File: src/rtl/quad_decoder_pkg.sv
// Shared constants and transition helpers for the quadrature decoder.
package quad_pkg;

  // Count-resolution selector values (3 behaves like x1)
  localparam logic [1:0] MODE_X4 = 2'd0;
  localparam logic [1:0] MODE_X2 = 2'd1;
  localparam logic [1:0] MODE_X1 = 2'd2;

  // Phase encodings as {A,B}
  typedef enum logic [1:0] {
    PH_00 = 2'b00,
    PH_10 = 2'b10,
    PH_11 = 2'b11,
    PH_01 = 2'b01
  } phase_t;

  // Result of classifying one phase change
  typedef struct packed {
    logic valid;    // single-bit move
    logic illegal;  // both bits changed
    logic dir;      // 1 = forward/up, 0 = reverse/down
  } trans_t;

  // Next phase in the forward (A leads B) sequence
  function automatic logic [1:0] phase_fwd(input logic [1:0] ph);
    case (ph)
      PH_00:   return PH_10;
      PH_10:   return PH_11;
      PH_11:   return PH_01;
      default: return PH_00;
    endcase
  endfunction

  // Classify a move from prev to next
  function automatic trans_t quad_lookup(input logic [1:0] prev, input logic [1:0] next);
    trans_t t;
    t = '0;
    if (next == phase_fwd(prev)) begin
      t.valid = 1'b1;
      t.dir   = 1'b1;
    end else if (prev == phase_fwd(next)) begin
      t.valid = 1'b1;
      t.dir   = 1'b0;
    end else if ((prev ^ next) == 2'b11) begin
      t.illegal = 1'b1;
    end
    return t;
  endfunction

  // Whether a legal move produces a step at the given resolution
  function automatic logic mode_counts(input logic [1:0] mode, input logic [1:0] prev,
                                       input logic [1:0] next);
    case (mode)
      MODE_X4: return 1'b1;
      MODE_X2: return prev[1] != next[1];
      default: return ((prev == PH_00) && (next == PH_10)) ||
                      ((prev == PH_10) && (next == PH_00));
    endcase
  endfunction

endpackage

File: src/rtl/quad_input_filter.sv
// Multi-bit synchroniser followed by a stability filter. A new value is only
// accepted after it has been seen unchanged for FILTER_LEN synchronised cycles.
// The first accepted value after reset primes the output without flagging a change.
module quad_input_filter #(
  parameter int WIDTH       = 2,
  parameter int SYNC_STAGES = 2,
  parameter int FILTER_LEN  = 3
) (
  input  logic             clk,
  input  logic             reset,
  input  logic [WIDTH-1:0] i_raw,
  output logic [WIDTH-1:0] o_filt,
  output logic             o_change
);

  localparam int CNT_W = (FILTER_LEN > 1) ? $clog2(FILTER_LEN) : 1;
  localparam logic [CNT_W-1:0] CNT_MAX = CNT_W'(FILTER_LEN - 1);

  logic [SYNC_STAGES-1:0][WIDTH-1:0] r_sync;
  logic [SYNC_STAGES-1:0]            r_fill;
  logic [WIDTH-1:0]                  r_prev;
  logic [WIDTH-1:0]                  r_filt;
  logic [CNT_W-1:0]                  r_cnt;
  logic                              r_primed;
  logic                              r_change;

  logic [WIDTH-1:0] w_s;
  logic             w_ready;
  logic             w_want;

  assign w_s     = r_sync[SYNC_STAGES-1];
  // r_fill marks when the chain holds sampled pins rather than reset zeros,
  // so priming never locks onto the flops' reset value.
  assign w_ready = r_fill[SYNC_STAGES-1];
  assign w_want  = r_primed ? (w_s != r_filt) : w_ready;

  // Synchroniser shift chain plus fill marker
  always_ff @(posedge clk) begin
    if (reset) begin
      r_sync <= '0;
      r_fill <= '0;
    end else begin
      r_sync <= {r_sync[SYNC_STAGES-2:0], i_raw};
      r_fill <= {r_fill[SYNC_STAGES-2:0], 1'b1};
    end
  end

  // Stability counter, qualified-value latch and priming
  always_ff @(posedge clk) begin
    if (reset) begin
      r_prev   <= '0;
      r_filt   <= '0;
      r_cnt    <= '0;
      r_primed <= 1'b0;
      r_change <= 1'b0;
    end else begin
      r_prev   <= w_s;
      r_change <= 1'b0;
      if ((w_s != r_prev) || !w_want) begin
        r_cnt <= '0;
      end else if (r_cnt == CNT_MAX) begin
        r_filt   <= w_s;
        r_primed <= 1'b1;
        r_change <= r_primed;
        r_cnt    <= '0;
      end else begin
        r_cnt <= r_cnt + 1'b1;
      end
    end
  end

  assign o_filt   = r_filt;
  assign o_change = r_change;

endmodule

File: src/rtl/quad_decoder.sv
// Quadrature decoder: filtered A/B phase tracking, resolution-qualified step
// pulses with direction, and illegal-jump error reporting.
module quad_decoder
  import quad_pkg::*;
#(
  parameter int SYNC_STAGES = 2,
  parameter int FILTER_LEN  = 3
) (
  input  logic       clk,
  input  logic       reset,
  input  logic       quad_a,
  input  logic       quad_b,
  input  logic [1:0] mode,
  input  logic       err_clr,
  output logic       step,
  output logic       up_down,
  output logic       err,
  output logic       err_sticky
);

  logic [1:0] w_filt;
  logic       w_change;
  trans_t     w_tr;
  logic       w_count;

  logic [1:0] r_phase;
  logic       r_step;
  logic       r_up_down;
  logic       r_err;
  logic       r_err_sticky;

  quad_input_filter #(
    .WIDTH      (2),
    .SYNC_STAGES(SYNC_STAGES),
    .FILTER_LEN (FILTER_LEN)
  ) u_filter (
    .clk     (clk),
    .reset   (reset),
    .i_raw   ({quad_a, quad_b}),
    .o_filt  (w_filt),
    .o_change(w_change)
  );

  // r_phase lags the filtered value by one cycle, so (r_phase, w_filt) is the move
  assign w_tr    = quad_lookup(r_phase, w_filt);
  assign w_count = mode_counts(mode, r_phase, w_filt);

  // Phase tracking, step/direction/error generation and sticky error flag
  always_ff @(posedge clk) begin
    if (reset) begin
      r_phase      <= PH_00;
      r_step       <= 1'b0;
      r_up_down    <= 1'b1;
      r_err        <= 1'b0;
      r_err_sticky <= 1'b0;
    end else begin
      r_phase <= w_filt;
      r_step  <= 1'b0;
      r_err   <= 1'b0;
      if (w_change) begin
        if (w_tr.illegal) begin
          r_err <= 1'b1;
        end else if (w_tr.valid) begin
          r_up_down <= w_tr.dir;
          r_step    <= w_count;
        end
      end
      // A clear arriving while err is still high is ignored so the set wins
      if (w_change && w_tr.illegal) begin
        r_err_sticky <= 1'b1;
      end else if (err_clr && !r_err) begin
        r_err_sticky <= 1'b0;
      end
    end
  end

  assign step       = r_step;
  assign up_down    = r_up_down;
  assign err        = r_err;
  assign err_sticky = r_err_sticky;

endmodule

File: config.mk
export PLATFORM = sky130hd
export DESIGN_NAME = quad_decoder
export DESIGN_NICKNAME = d
export VERILOG_FILES = /design/src/rtl/quad_decoder_pkg.sv /design/src/rtl/quad_input_filter.sv /design/src/rtl/quad_decoder.sv
export SDC_FILE = /design/constraint.sdc
export NUM_CORES = 1
export LEC_CHECK = 0
export CAP_MARGIN = 20
export CORE_MARGIN = 2
export CORE_UTILIZATION = 40
export CTS_CLUSTER_DIAMETER = 100
export DETAILED_ROUTE_END_ITERATION = 12
export HOLD_SLACK_MARGIN = 0.1
export PLACE_DENSITY = 0.65
export SYNTH_ARGS = -nofsm -noshare
export SYNTH_HDL_FRONTEND = slang
export SYNTH_HIERARCHICAL = 1
export SYNTH_SLANG_ARGS = --single-unit
File: constraint.sdc
create_clock -name clk -period 1.9 [get_ports clk]
set_input_delay 0.19 -clock clk [delete_from_list [all_inputs] [get_ports clk]]
set_output_delay 0.19 -clock clk [all_outputs]
set_load 0.02 [all_outputs]
==> run_results.csv, run 1 <==
group,metric,value,unit
run_status,status,"complete, no violations",
power,combPwrFrac,0.057,
layout,mostFrequentLayoutCells,"dfxtp_1 (20), nor2b_1 (12), clkdlybuf4s50_1 (10)",
sta,fin_crit,1450,ps
power,power_frac_seq,0.662,
critical_path,crit_type,"reg -> out",
critical_path,worstPathMaxFanout,3,
sta,finalHoldViolCount,0,
cts,cts_made_buffers,3,
cts,cts_root_buf,"clkbuf_4",
layout,seq_area,400.4,um^2
layout,fin_nets,95,
global_routing,grt_pass1_vias,479,
die,io_pins,11,
critical_path,crit_chain,"clkdlybuf4s50_1",
power,power_frac_clock,0.281,
route,wirelength,1174,um
sta,worst_pin_slew,498.9,ps
power,total_power,0.0006531,W
critical_path,critical-path-top-delay-family,"buffers and inverters",
global_routing,grt_max_degree,16,
critical_path,path_buf_inv,1,
cts,cts_hold_buf,0,
power,power_density,706.3,nW/um^2
layout,final_common_cell,"dfxtp_1",
layout,drive_gt1_frac,0.1059,
logic_synthesis,synth_edf_count,0,
critical_path,startpoint,"up_down",
critical_path,cp_data_arrival_time,1260,ps
place,place.gp.congestion,0.6381,
sta,totalNegativeSetupSlack,0,ps
power,ir_drop,0.0005528,V
route,drt-met1-wl,516,um
route,drt_first_pass_iters,3,
logic_synthesis,synthMuxAreaShare,0.02936,
cts,cts_tree,"built",
logic_synthesis,syn-num-nets,80,
route,met2_length,591,um
sta,fmax,689.5,MHz
route,antenna_left,0,
critical_path,r2r-end,"step",
logic_synthesis,synthCells,72,
sta,slew_viol_final,0,
die,coreArea,1764,um^2
global_routing,gr-usage-all-layers,0.1267,
die,initial_core_util,0.4348,
route,route.detailed.drc,0,
sta,rsz0062_at_grt,"no",
critical_path,rr_startpoint,"u_filter/o_filt[1]",
route,wl_per_cell,10.67,um
critical_path,worstSetupEndpointType,"output pin",
place,dp_slack,297.8,ps
route,post_drt_via_cell_ratio,4.791,
logic_synthesis,yosysTopAreaCellShare,0.5220,
critical_path,cp_num_cells,1,
layout,syn_to_final_growth,20.55,%
logic_synthesis,ys.flop_type,"dfxtp_1",
layout,diodes,0,
power,p_switching,0.0001298,W
layout,fill_cells,172,
logic_synthesis,ys_top_cells_by_area,"dfxtp_1 (52%), nor2b_1 (9.8%), xor2_1 (4.6%)",
die,num_rows,15,
power,internal_power,0.0005233,W
run,max-cap-violations,0,
logic_synthesis,synthesis.area,767.0,um^2
cts,clkSlewWorstSetupHoldPaths,100,ps
route,drt_iter0_markers,4,
sta,min_period_over_period,0.7633,
logic_synthesis,synth_compound_area_frac,0.07015,
critical_path,rrSetupSlack,640,ps
sta,relSlewSlack,0.6664,
critical_path,startpoint_type,"register",
sta,finClkSkew,6.613,ps
critical_path,worstRegToRegCells,3,
global_routing,antenna_found_initial,0,
place,dpl.hpwl,929.7,um
hold_path,hp-class,"reg -> reg",
power,p_leak,0.3585,nW
route,vias,527,
route,routed.top_layer,"met4",
cts,cts_setup_buffers,0,
critical_path,cpMaxStageDelayCell,"clkdlybuf4s50_1",
global_routing,grt_pass1_wl,1925,um
place,numPortBuffers,10,
cts,clockBufferDepth,2,
cts,htree_levels,1,
sta,setup_slack,449.8,ps
logic_synthesis,async_reset_ff_frac,0,
critical_path,crit_end,"up_down",
global_routing,gr-total-overflow,0,
power,swShare,0.1987,
die,die_w,47.79,um
logic_synthesis,ys_warn_count,6,
logic_synthesis,yosys.area_share.simple,0.2104,
sta,setup_violations,0,
critical_path,critPathMaxStageDelay,610,ps
die,die_height,47.79,um
logic_synthesis,ys_types,24,
logic_synthesis,synth_fa_ha_area_frac,0.01631,
cts,insertion_delay,290,ps
logic_synthesis,avgSynthCellArea,10.65,um^2
cts,cts-resized-gates,0,
cts,clock-sinks,20,
layout,multi_input_area,344.1,um^2
route,wl_met3,54,um
critical_path,required,1710,ps
logic_synthesis,seq_area_frac_synth,0.5220,
die,die-area,2284,um^2
logic_synthesis,synth_top_area_cell,"dfxtp_1",
logic_synthesis,synth_xor_area_frac,0.1223,
logic_synthesis,ys_ff_latch,20,
logic_synthesis,synth_top_family_by_area,"simple AND/OR/NAND/NOR gates",
==> worst min path at each step <==
stage | slack (ps) | endpoint | cells after the start | startpoint
2_1_floorplan | 260 | r_phase[0] | 1 | reset
3_3_place_gp | 410 | u_filter/r_cnt[0] | 1 | u_filter/r_cnt[0]
3_5_place_dp | 420 | u_filter/r_cnt[0] | 1 | u_filter/r_cnt[0]
4_1_cts | 430 | u_filter/r_cnt[0] | 1 | u_filter/r_cnt[0]
5_1_grt | 460 | u_filter/w_s[1] | 1 | u_filter/r_sync[1]
6_report | 430 | u_filter/r_cnt[0] | 1 | u_filter/r_cnt[0]
==> power by group through the flow <==
stage	clock network (W)	logic (W)	registers, W
after global routing	0.000206	0.0000409	0.000433
after floorplan	0	0.0000191	0.000441
after CTS	0.000194	0.0000381	0.000432
final	0.000183	0.0000374	0.000432
after detailed placement	0	0.0000379	0.000442
after global placement	0	0.0000372	0.000442
==> layer usage <==
| layer | GRT usage | vias to the layer above |
|---|---|---|
| met3 | 0.06792 | 2 |
| li1 | - | 266 |
| met5 | 0 | - |
| met4 | 0.03243 | 0 |
| met2 | 0.2187 | 10 |
| met1 | 0.1352 | 249 |
==> flip-flops by register name, indices dropped and copies added (netlist names) <==
name	cells
u_filter/r_fill	2
r_phase	2
u_filter/o_change	1
u_filter/r_primed	1
u_filter/o_filt	2
err_sticky	1
u_filter/w_s	2
u_filter/r_cnt	2
u_filter/r_prev	2
step	1
u_filter/r_sync	2
up_down	1
err	1
==> cell usage after synthesis, drive strengths merged, types with 2 or more instances <==
library cell  count
nor2b            12
nor2              2
nor4              2
or3               2
nor3              2
o21ai             2
nand2b            2
inv               5
mux2              2
dfxtp            20
xor2              4
xnor2             5
nand2             2
==> metrics by stage <==
| step | hold slack [ps] | cell area (um^2) | cells | utilization |
|---|---|---|---|---|
| after floorplan | 261.6 | 767.0 | 72 | - |
| after global placement | 406.6 | 902.1 | 107 | 0.5113 |
| after detailed placement | 416.1 | 902.1 | 107 | 0.5113 |
| after CTS | 431.0 | 924.6 | 110 | 0.5241 |
| after global routing | 457.8 | 924.6 | 110 | 0.5241 |
| final | 428.4 | 924.6 | 110 | 0.5241 |
==> cells by family after synthesis <==
family	after synthesis
buffers and inverters	6
muxes	2
xor gates and xnor gates	9
and+or+nand+nor	27
AOI/OAI and AO/OA	7
adders and majority gates	1
DFF	20
==> layout make-up <==
class,count,share of cell area
Clock buffer,3,0.02436
Multi-Input combinational cell,46,0.3721
Sequential cell,20,0.4330
Inverter,5,0.02030
Timing Repair Buffer,11,0.1164
Tap cell,25,0.03383
Power figures use the tool's default switching activity.
==> run 2: changes to the inputs <==
--- a/config.mk
+++ b/config.mk
@@ -11,7 +11,7 @@
 export CTS_CLUSTER_DIAMETER = 100
 export DETAILED_ROUTE_END_ITERATION = 12
 export HOLD_SLACK_MARGIN = 0.1
-export PLACE_DENSITY = 0.65
+export PLACE_DENSITY = 0.67
 export SYNTH_ARGS = -nofsm -noshare
 export SYNTH_HDL_FRONTEND = slang
 export SYNTH_HIERARCHICAL = 1
==> constraint.sdc (replaced) <==
create_clock -name clk -period 1.3 [get_ports clk]
set_input_delay 0.13 -clock clk [delete_from_list [all_inputs] [get_ports clk]]
set_output_delay 0.13 -clock clk [all_outputs]
set_load 0.02 [all_outputs]
==> run 2 against run 1 <==
Compared with the run above:
- flip-flop and latch count unchanged
- sequential share of layout area decreased by 0.27 points
- first-iteration DRC count decreased by 25%
- clock-buffer cell count unchanged
- final cell count unchanged
- critical path type is now reg -> reg
- sequential power increased by 46%
- largest cell class unchanged
- highest routed layer unchanged
- critical path depth increased by 2
- combinational power increased by 56%
==> run_results.csv, run 2 (same netlist as run 1, synthesis figures left out) <==
group,metric,value,unit
cts,clkSlewWorstSetupHoldPaths,100,ps
power,p_leak,0.3761,nW
cts,cts_root_buf,"clkbuf_4",
route,wirelength,1091,um
critical_path,crit_chain,"xnor2_2 > o2111ai_2 > mux2_1",
sta,relSlewSlack,0.7218,
critical_path,worstSetupEndpointType,"register",
global_routing,grt_max_degree,16,
die,die_w,47.79,um
route,wl_per_cell,9.918,um
run,max-cap-violations,0,
die,num_rows,15,
global_routing,gr-usage-all-layers,0.1028,
sta,holdWs,382.2,ps
hold_path,hp-class,"in -> reg",
place,place.gp.congestion,0.6989,
critical_path,crit_type,"reg -> reg",
sta,fmax,826.6,MHz
layout,final_common_cell,"dfxtp_1",
die,coreArea,1764,um^2
sta,setup_violations,0,
global_routing,gr-total-overflow,0,
route,vias,497,
place,numPortBuffers,10,
layout,fin_area,933.4,um^2
global_routing,grt_pass1_vias,398,
power,ir_drop,0.0006899,V
cts,cts_made_buffers,3,
layout,drive_gt1_frac,0.1176,
die,die-area,2284,um^2
cts,insertion_delay,290,ps
critical_path,cpMaxStageDelayCell,"dfxtp_1",
layout,fin_util,0.5291,
sta,min_period_over_period,0.9306,
sta,totalNegativeSetupSlack,0,ps
critical_path,startpoint_type,"register",
critical_path,critical-path-top-delay-family,"flip-flops",
cts,cts_hold_buf,0,
layout,mostFrequentLayoutCells,"dfxtp_1 (19), nor2b_1 (12), clkdlybuf4s50_1 (6)",
critical_path,path_buf_inv,0,
route,drt_first_pass_iters,4,
sta,slew_viol_final,0,
cts,cts_setup_buffers,0,
sta,finalHoldViolCount,0,
critical_path,worstPathMaxFanout,3,
route,drt_iter0_markers,3,
cts,htree_levels,1,
layout,fill_cells,176,
global_routing,antenna_found_initial,0,
place,dpl.hpwl,816.1,um
run_status,status,"complete, no violations",
sta,rsz0062_at_grt,"no",
cts,clockBufferDepth,2,
sta,finClkSkew,4.296,ps
layout,diodes,0,
cts,cts_tree,"built",
critical_path,required,1480,ps
cts,clock-sinks,20,
die,die_height,47.79,um
sta,fin_crit,1210,ps
layout,multi_input_area,344.1,um^2
route,antenna_left,0,
critical_path,critPathMaxStageDelay,410,ps
die,initial_core_util,0.4348,
power,power_density,1036,nW/um^2
sta,worst_pin_slew,414.3,ps
route,post_drt_via_cell_ratio,4.518,
global_routing,grt_pass1_wl,1545,um
place,placed_area,914.6,um^2
critical_path,cp_data_arrival_time,1390,ps
die,io_pins,11,
power,total_power,0.0009671,W
layout,seq_area,401.6,um^2
route,route.detailed.drc,0,
layout,syn_to_final_growth,21.70,%
layout,fin_nets,95,
-- run 2: worst paths after layout --
check | endpoint | cells past startpoint | start | slack [ps]
min | u_filter/r_sync[0] | 2 | quad_b | 380
max reg2reg | u_filter/o_filt[1] | 3 | u_filter/w_s[0] | 90
max | u_filter/o_filt[1] | 3 | u_filter/w_s[0] | 90
min reg2reg | u_filter/r_cnt[0] | 1 | u_filter/r_cnt[0] | 430
-- run 2: power breakdown --
group | switching (W) | leakage (nW) | internal, W | total (W)
Combinational | 0.0000221 | 0.199 | 0.0000364 | 0.0000585
Sequential | 0.00000705 | 0.163 | 0.000625 | 0.000632
Clock | 0.000169 | 0.0138 | 0.000108 | 0.000277
Total | 0.000198 | 0.376 | 0.000769 | 0.000967
-- run 2: cell type report --
type | instances | area share
flip-flops and latches | 20 | 0.4303
inverters | 5 | 0.02011
multi-input cells | 46 | 0.3686
repair buffers | 11 | 0.1233
clock buffers | 3 | 0.02413
well taps | 25 | 0.03351
-- run 2: metrics by stage --
step	instances	setup slack (ps)
2_1_floorplan	72	181.3
3_3_place_gp	107	17.95
3_5_place_dp	107	11.96
4_1_cts	110	35.53
5_1_grt	110	10.85
6_report	110	90.23
-- run 2: worst reg2reg max path, cell delays in order, from the launching register on --
cell,delay [ps]
dfxtp_1,410
xnor2_2,160
o2111ai_2,180
mux2_1,350
-- run 2: per-layer routing --
| metal | part of all wire | GRT usage | vias to the layer above |
|---|---|---|---|
| li1 | - | - | 270 |
| met1 | 0.50 | 0.1212 | 213 |
| met2 | 0.44 | 0.1600 | 12 |
| met3 | 0.046 | 0.02264 | 2 |
| met4 | 0.011 | 0.08108 | 0 |
| met5 | 0 | 0 | - |
-- run 2: timing repair --
action                     CTS  global route
setup endpoints to repair    4             2
gates resized for setup      4             1
pin swaps                    0             1
gates cloned                 0             0
==> RTL change, RTL diff (config.mk and constraints of run 2) <==
`FILTER_LEN` is set to 3 in 2 places; all go to 2.
--- a/src/rtl/quad_input_filter.sv
+++ b/src/rtl/quad_input_filter.sv
@@ -5,5 +5,5 @@
   parameter int WIDTH       = 2,
   parameter int SYNC_STAGES = 2,
-  parameter int FILTER_LEN  = 3
+  parameter int FILTER_LEN  = 2
 ) (
   input  logic             clk,
--- a/src/rtl/quad_decoder.sv
+++ b/src/rtl/quad_decoder.sv
@@ -5,5 +5,5 @@
 #(
   parameter int SYNC_STAGES = 2,
-  parameter int FILTER_LEN  = 3
+  parameter int FILTER_LEN  = 2
 ) (
   input  logic       clk,
Function: changed (a bounded check fails within 10 cycles, from zero or initial values and one cycle with reset high).
==> RTL change against run 2 <==
  * Critical path depth is the same
  * Largest power group unchanged
  * Sequential cell count shrank 1
  * Total power shrank 2.0%
  * Final cell count shrank 10%
  * Synthesized area shrank 9.1%
  * Sequential share of layout area grew 0.23 points
  * Design area shrank 5.5%
  * Synthesized cell count shrank 8.3%
  * First-iteration DRC count grew to 3.0 times the old value
  * Non-clock buffer count grew 2
  * Routed wire length grew 5.5%
  * Setup slack lost 30 ps
  * Largest cell class unchanged
==> RTL change: results (changes against run 2) <==
Status: completed
Final nets: 90 (-5.3%)
Ranking of synthesized cells by area: dfxtp_1, nor2b_1, xnor2_1
DR vias/cell: 5.07 (+12%)
Synth Net Count: 73 (-8.8%)
WL final: 1150 µm (+5.5%)
Warnings, synthesis: 6 (unchanged)
VDD IR-drop max: 0.574 mV (-17%)
Reg clk slew, reported paths: 100 ps (about the same)
GP Congestion: 0.701 (+0.31%)
CTS buffer count: 3 (unchanged)
Clk Latency, worst-skew pair: 290 ps (about the same)
Count of different cell masters after synthesis: 22 (-8.3%)
Post-synthesis sequential area ratio: 0.546 (+0.0238)
DR WL/cell: 11.6 µm (+17%)
Vias in the first global route: 407 (+2.3%)
Diodes inserted: 0 (unchanged)
Initial antenna violation count: 0 (unchanged)
WP data arrival: 1430 ps (+40 ps)
DRT Pass-1 Iters: 4 (unchanged)
Max H-tree Level: 1 (unchanged)
Total GRT Usage: 0.122 (+0.0191)
Clk root buf: clkbuf_4
Largest net degree at the start of global routing: 13 (-3)
Synth top cells by count: dfxtp_1, nor2b_1, xnor2_1, inv_1, xor2_1
First DRT Iteration DRCs: 9 (+6)
Util after Layout: 0.522 (-0.00686)
First-pass GRT wire length: 1690 µm (+9.4%)
Post-placement cell count: 95 (-11%)
IO Port Bufs: 10 (unchanged)
Clock skew: 4.35 ps (+0.0520 ps)
# fillers: 157 (-11%)
Slew of the pin with the lowest slew margin: 427 ps (+13.2 ps)
Proportion of layout cells with a drive suffix above 1: 0.183 (+0.0653)
Syn avg cell area: 10.6 µm² (-0.88%)
Pleak: 0.362 nW (-3.9%)
Hold Crit Class: in2reg
Ys async rst share: 0 (unchanged)
Ys flop type: dfxtp_1
Max Root-Sink Buffers: 2 (unchanged)
CP Max Fanout: 3 (unchanged)
Pint: 745 µW (-3.2%)
Hold_buf cts: 0 (unchanged)
Post-DP HPWL: 804 µm (-1.5%)
Total placed instance area: 837 µm² (-8.5%)
==> RTL change: cell types whose count changed in the layout (fill, tap and decap cells not counted), sizes merged <==
cell,before,now
clkinv,0,1
ha,1,0
dfxtp,20,19
o211ai,0,1
nand4,1,0
inv,5,4
nor3,2,1
buf,1,3
o21ai,2,1
nor2,2,1
==> RTL change: cells by family (layout without fill, tap and decap cells) <==
logic type      count (synthesis)  after routing  share of synthesized area
mux                             2              2                     0.0323
buf+inv                         5             21                     0.0269
simple gates                   24             24                      0.210
xor+xnor                        9              9                      0.113
flops                          19             19                      0.546
compound gates                  7              7                     0.0718
==> RTL change: critical path, cell delays in order (launching register included) <==
cell and delay, ps:
dfxtp_1 430, xnor2_2 160, o2111ai_2 220, mux2_2 330
==> RTL change: cell type report <==
class                   instances  area share
clock buffers                   3      0.0255
clock inverters                 1     0.00567
inverters                       4      0.0170
multi-input cells              42       0.362
flip-flops and latches         19       0.433
well taps                      17      0.0241
repair buffers                 13       0.133
==> RTL change: metrics by stage <==
step | setup WS [ps] | hold slack (ps)
detailed placement | 38.3 | 430
global route | 33.0 | 365
finish | 60.0 | 380
CTS | 19.0 | 376
global placement | 99.4 | 421
floorplan | 187 | 202
==> RTL change: path summary, 6_finish.rpt <==
| path | from | to | slack (ps) | cells after the start |
|---|---|---|---|---|
| max | u_filter/w_s[1] | u_filter/o_filt[0] | 60 | 3 |
| min | quad_a | u_filter/r_sync[1] | 380 | 2 |
| max reg2reg | u_filter/w_s[1] | u_filter/o_filt[0] | 60 | 3 |
| min reg2reg | u_filter/r_sync[0] | u_filter/w_s[0] | 450 | 1 |
==> RTL change: repair_timing <==
item	CTS	global route
setup buffers	0	0
hold endpoints to repair	0	0
pin swaps	0	1
endpoints found under the setup margin	4	3
gates resized for setup	4	4
==> RTL change: power groups by stage <==
stage	Clock, mW	Sequential (mW)	Combinational, mW
after floorplan	0	0.614	0.0237
after global placement	0	0.615	0.0517
after detailed placement	0	0.615	0.0527
after CTS	0.298	0.602	0.0532
after global routing	0.327	0.605	0.0616
final	0.288	0.604	0.0564
==> RTL change: routing by layer <==
| layer | GRT usage | part of all wire | vias to the layer above | routed length, µm |
|---|---|---|---|---|
| li1 | - | - | 252 | - |
| met1 | 0.138 | 0.45 | 229 | 520 |
| met2 | 0.186 | 0.47 | 17 | 545 |
| met3 | 0.0357 | 0.047 | 4 | 54 |
| met4 | 0.103 | 0.027 | 0 | 31 |
| met5 | 0 | 0 | - | 0 |
